**config.mk**
```make
export PLATFORM = sky130hd
export DESIGN_NAME = multdiv_ctrl
export DESIGN_NICKNAME = d
export VERILOG_FILES = /design/src/rtl/multdiv_ctrl.sv
export SDC_FILE = /design/constraint.sdc
export NUM_CORES = 1
export LEC_CHECK = 0
export ABC_AREA = 1
export CAP_MARGIN = 20
export CORE_MARGIN = 1
export CORE_UTILIZATION = 42
export DETAILED_ROUTE_END_ITERATION = 10
export GPL_ROUTABILITY_DRIVEN = 0
export PLACE_DENSITY = 0.7
export SYNTH_ARGS = -nofsm -noshare
export SYNTH_HDL_FRONTEND = slang
export SYNTH_SLANG_ARGS = --single-unit
```
**constraint.sdc**
```tcl
create_clock -name clk -period 4 [get_ports clk]
set_input_delay 0.8 -clock clk [delete_from_list [all_inputs] [get_ports clk]]
set_output_delay 0.8 -clock clk [all_outputs]
set_load 0.01 [all_outputs]
```
**src/rtl/multdiv_ctrl.sv**
```systemverilog
// multdiv_ctrl
// Sequencing controller for the shared iterative multiply/divide datapath.
// It accepts a one-cycle start pulse and latches the operation type. It then
// issues one operand-load cycle and N per-iteration step enables, tracks the
// iteration index, and finishes with a one-cycle result-ready pulse that
// carries an exception qualifier.
//
// Ports:
//   clk            - system clock, all state on rising edge
//   clr            - asynchronous active-high reset
//   ctrl_mult      - start multiply (one-cycle pulse, wins over ctrl_div)
//   ctrl_div       - start divide (one-cycle pulse)
//   div_by_zero    - divisor == 0, sampled in the start cycle
//   mult_ovf       - product overflow, observed while data_resultRDY is high
//   busy           - high in LOAD and RUN
//   load           - datapath captures operands / clears accumulator
//   step_en        - datapath performs one iteration
//   is_div         - latched operation select (0 = multiply, 1 = divide)
//   step           - 0-based index of the current iteration
//   data_resultRDY - result valid, one-cycle pulse
//   data_exception - exception qualifier, meaningful only with data_resultRDY
module multdiv_ctrl #(
    parameter int MULT_STEPS = 16,
    parameter int DIV_STEPS  = 32,
    parameter int CNT_W      = 6
) (
    input  logic             clk,
    input  logic             clr,
    input  logic             ctrl_mult,
    input  logic             ctrl_div,
    input  logic             div_by_zero,
    input  logic             mult_ovf,
    output logic             busy,
    output logic             load,
    output logic             step_en,
    output logic             is_div,
    output logic [CNT_W-1:0] step,
    output logic             data_resultRDY,
    output logic             data_exception
);

    typedef enum logic [1:0] {
        IDLE = 2'd0,
        LOAD = 2'd1,
        RUN  = 2'd2,
        DONE = 2'd3
    } state_t;

    localparam logic [CNT_W-1:0] MULT_LAST = CNT_W'(MULT_STEPS - 1);
    localparam logic [CNT_W-1:0] DIV_LAST  = CNT_W'(DIV_STEPS - 1);
    localparam logic [CNT_W-1:0] STEP_ONE  = CNT_W'(1);

    state_t           state;
    state_t           state_next;
    logic [CNT_W-1:0] step_next;
    logic             is_div_next;
    logic             dz_q;
    logic             dz_next;
    logic             start;
    logic             start_div;
    logic [CNT_W-1:0] last_step;

    assign start     = ctrl_mult | ctrl_div;
    // Multiply has priority when both start pulses arrive together.
    assign start_div = ctrl_div & ~ctrl_mult;
    assign last_step = is_div ? DIV_LAST : MULT_LAST;

    // State, iteration counter and latched operation registers.
    always_ff @(posedge clk or posedge clr) begin
        if (clr) begin
            state  <= IDLE;
            step   <= '0;
            is_div <= 1'b0;
            dz_q   <= 1'b0;
        end else begin
            state  <= state_next;
            step   <= step_next;
            is_div <= is_div_next;
            dz_q   <= dz_next;
        end
    end

    // Next-state and next-register computation.
    always_comb begin
        state_next  = state;
        step_next   = step;
        is_div_next = is_div;
        dz_next     = dz_q;
        if (start) begin
            // A start in any state discards whatever is in flight.
            state_next  = LOAD;
            is_div_next = start_div;
            dz_next     = div_by_zero & start_div;
            step_next   = '0;
        end else begin
            case (state)
                IDLE: begin
                    state_next = IDLE;
                end
                LOAD: begin
                    // A zero divisor needs no iterations; report it at once.
                    if (dz_q) begin
                        state_next = DONE;
                    end else begin
                        state_next = RUN;
                        step_next  = '0;
                    end
                end
                RUN: begin
                    // Counter holds at the last index so it never wraps.
                    if (step == last_step) begin
                        state_next = DONE;
                    end else begin
                        step_next = step + STEP_ONE;
                    end
                end
                DONE: begin
                    state_next = IDLE;
                end
                default: begin
                    state_next = IDLE;
                end
            endcase
        end
    end

    // Moore output decode; only the multiply overflow passes through live.
    always_comb begin
        busy           = 1'b0;
        load           = 1'b0;
        step_en        = 1'b0;
        data_resultRDY = 1'b0;
        data_exception = 1'b0;
        case (state)
            IDLE: begin
                busy = 1'b0;
            end
            LOAD: begin
                busy = 1'b1;
                load = 1'b1;
            end
            RUN: begin
                busy    = 1'b1;
                step_en = 1'b1;
            end
            DONE: begin
                data_resultRDY = 1'b1;
                data_exception = is_div ? dz_q : mult_ovf;
            end
            default: begin
                busy = 1'b0;
            end
        endcase
    end

endmodule

```
==> flow_summary_export.csv <==
group,metric,value,unit
status,run_status,"finished, final reports clean",
timing,final.setup.tns,0,ns
global_route,grt_max_degree,11,
critical_path,worst_path_dominant_cell_family,"buffers and inverters",
critical_path,start_kind,"input pin",
clock_tree,cts_tree,"done",
synthesis,yosys-top-cells-count,"sky130_fd_sc_hd__nand2_1, sky130_fd_sc_hd__nand3_1, sky130_fd_sc_hd__inv_1, sky130_fd_sc_hd__dfrtp_1, sky130_fd_sc_hd__nor2_1",
synthesis,yosysMostFrequentCell,"sky130_fd_sc_hd__nand2_1",
timing,setup_ws,1.25,ns
routing,vias_per_cell,5.04,
global_route,grt_antenna_before_repair,0,
timing,timing.final.max_slew_violations,0,
clock_tree,clockRootBuffer,"sky130_fd_sc_hd__clkbuf_4",
clock_tree,number_of_cts_inserted_buffers,3,
final_layout,drive_gt1_share,9.65,%
timing,period_needed,2.75,ns
synthesis,synth.yosys.warnings,0,
synthesis,postSynthNetCount,105,
critical_path,slowest_delay,0.55,ns
final_layout,number_of_nets_at_the_end_of_the_flow,126,
timing,slew-limit-headroom,72.9,%
synthesis,synth-seq-cells,10,
final_layout,num-fill-cells,148,
synthesis,multiplexer_share_of_the_synthesized_area,0,%
synthesis,synth_edf_count,0,
critical_path,path_cells,"clkdlybuf4s50_1 -> o21ai_0 -> nor2_1 -> clkdlybuf4s50_1",
final_layout,multiInputGateArea,380,sq um
routing,drc_marker_count_from_the_first_detailed_route_iteration,14,
global_route,grt_first_pass_wirelength,2620,microns
timing,clock_skew,0.00283,ns
timing,period_share,68.7,%
synthesis,synthDominantCellAreaShare,36.2,%
final_layout,register_area,250,sq um
floorplan,placement_rows,14,
clock_tree,cts_buffer_depth,2,
timing,hold_violations,0,
synthesis,ys_dominant_reg_cell,"sky130_fd_sc_hd__dfrtp_1",
critical_path,timing.critical_path.buf_inv,2,
critical_path,worstPathMaxFanout,1,
global_route,globalRouteTotalUtil,19.8,%
power,total_power,218,uW
critical_path,critPathKind,"in2out",
synthesis,synth_area_in_adders,7.25,%
clock_tree,clk_transition_reported_paths,0.06,ns
global_route,grt_pass1_vias,583,
synthesis,syn-instance-count,95,
routing,number_of_vias_in_the_routed_layout,655,
flow_run,max_cap_violations,0,
critical_path,kind_of_end_point_of_the_critical_path,"output port",
critical_path,rr_startpoint,"state[0]",
timing,tightest_slew,0.406,ns
timing,count_of_endpoints_failing_setup_in_the_final_report,0,
global_route,globalRouteOverflowTotal,0,
clock_tree,cts_sinks,10,
clock_tree,cts-htree-levels,1,
routing,postRouteAntennaNets,0,
synthesis,synth_xor_area_share,0,%
place,pre_cts_slack,1.25,ns
place,placed_area,870,sq um
synthesis,synth.distinct_cells,16,
floorplan,fp.dieArea,1810,sq um
synthesis,postSynth.asyncResetShare,100,%
clock_tree,clock_latency_at_the_later_pin_of_the_worst_skew_pair,0.27,ns
timing,rsz0062_at_grt,"false",
timing,holdWs,0.558,ns
hold_path,min-delay-path-class,"reg2reg",
floorplan,starting_density,45.3,%
critical_path,cpMostUsedCell,"sky130_fd_sc_hd__clkdlybuf4s50_1",
power,power.density,244,nW/um^2
routing,drtPass1Iterations,4,
critical_path,cp.required,3.20,ns
routing,wl,1450,microns
final_layout,antenna-diode-count,0,
synthesis,synth_area_per_cell,7.27,sq um
clock_tree,cts_resized,0,
synthesis,synthSimpleGateAreaFrac,42.0,%
synthesis,synth-compound-area-share,5.80,%
synthesis,ys_top_cells_by_area,"sky130_fd_sc_hd__dfrtp_1, sky130_fd_sc_hd__nand2_1, sky130_fd_sc_hd__nand3_1",
critical_path,crit_slowest_cell,"sky130_fd_sc_hd__clkdlybuf4s50_1",
place,io_buffers,17,
floorplan,dieHeight,42.6,microns
synthesis,synth-seq-area-share,36.2,%
power,cellLeakagePower,0.433,nW
floorplan,num_io_pins,18,
critical_path,critical_path_start,"mult_ovf",
final_layout,design_area,892,sq um
clock_tree,cts_post_setup_buffers_inserted,0,
timing,fmax,0.364,GHz
power,vdd_ir_max,0.142,mV
synthesis,synthesis.area,691,sq um
hold_path,hold_path_startpoint,"step[5]",
final_layout,synthToLayoutAreaGrowth,29.2,%
clock_tree,cts.hold.buffers_added,0,
synthesis,synth.largest_area_cell,"sky130_fd_sc_hd__dfrtp_1",
floorplan,die_w,42.6,microns
place,place.detailed.hpwl,1080,microns
routing,wl_per_cell,11.2,microns
floorplan,core-area,1520,sq um
routing,detail_route.drc_violations,0,
synthesis,largest_family_of_logic_cells_by_synthesized_area,"simple AND/OR/NAND/NOR gates",
critical_path,timing.critical_path.arrival,1.95,ns
[where the power goes]
part | switching [mW] | internal (mW) | total, mW | leakage (nW)
registers | 0.00302 | 0.104 | 0.107 | 0.133
logic | 0.0214 | 0.0187 | 0.0401 | 0.287
clock network | 0.0362 | 0.0348 | 0.0710 | 0.0138
[per-stage QoR]
step	instances	util, %
after CTS	130	58.5
final	130	58.5
after floorplan	95	-
after global routing	130	58.5
after global placement	127	57.1
after detailed placement	127	57.1
[cells by family (layout without fill, tap and decap cells)]
group                    Yosys count  after routing
adder cells (fa/ha/maj)            4              4
AND/OR/NAND/NOR                   59             59
AO/OA/AOI/OAI                      8              8
flip-flops                        10             10
buffers and inverters             14             33
[sequential cells by signal, summed over array words and instances (netlist names)]
signal,count
dz_q,1
is_div,1
step,6
state,2
[routing by layer]
metal	global-route usage, %	part of all wire, %
met5	0	0
met4	11.3	3.2
met3	5.17	3.4
met2	29.2	46
met1	26.0	47
[worst paths after layout]
path | slack, ns | endpoint | cells past startpoint
max | 1.25 | data_exception | 4
min | 0.56 | step[5] | 2
max reg2reg | 2.42 | step[4] | 8
min reg2reg | 0.56 | step[5] | 2
max in group asynchronous | 2.90 | step[3] | 2
min in group asynchronous | 0.81 | dz_q | 2
[worst min-delay path, cell delays in order, from the launching register on]
cell,delay [ns]
sky130_fd_sc_hd__dfrtp_1,0.40
sky130_fd_sc_hd__nand2_1,0.07
sky130_fd_sc_hd__nand2_1,0.05
[area by class of cell]
class | count | share of cell area, %
clock buffer | 3 | 2.52
inverter | 13 | 5.47
multi-input combinational | 71 | 42.6
sequential | 10 | 28.1
tap | 16 | 2.24
timing repair buffer | 17 | 19.1
[cell usage in the layout, fill, tap and decap left out]
cell type                         count
sky130_fd_sc_hd__clkdlybuf4s50_1     17
sky130_fd_sc_hd__o21ai_0              5
sky130_fd_sc_hd__inv_1               12
sky130_fd_sc_hd__nand3_4              1
sky130_fd_sc_hd__ha_1                 4
sky130_fd_sc_hd__nand4_1              1
sky130_fd_sc_hd__nand2_1             27
sky130_fd_sc_hd__or2_2                1
sky130_fd_sc_hd__inv_2                1
sky130_fd_sc_hd__nor2_1               9
sky130_fd_sc_hd__nand2_4              3
sky130_fd_sc_hd__nand3_2              1
sky130_fd_sc_hd__nand3_1             15
sky130_fd_sc_hd__a21oi_1              3
sky130_fd_sc_hd__nand2_2              1
sky130_fd_sc_hd__clkbuf_4             3
sky130_fd_sc_hd__dfrtp_1             10
Power figures use the tool's default switching activity.
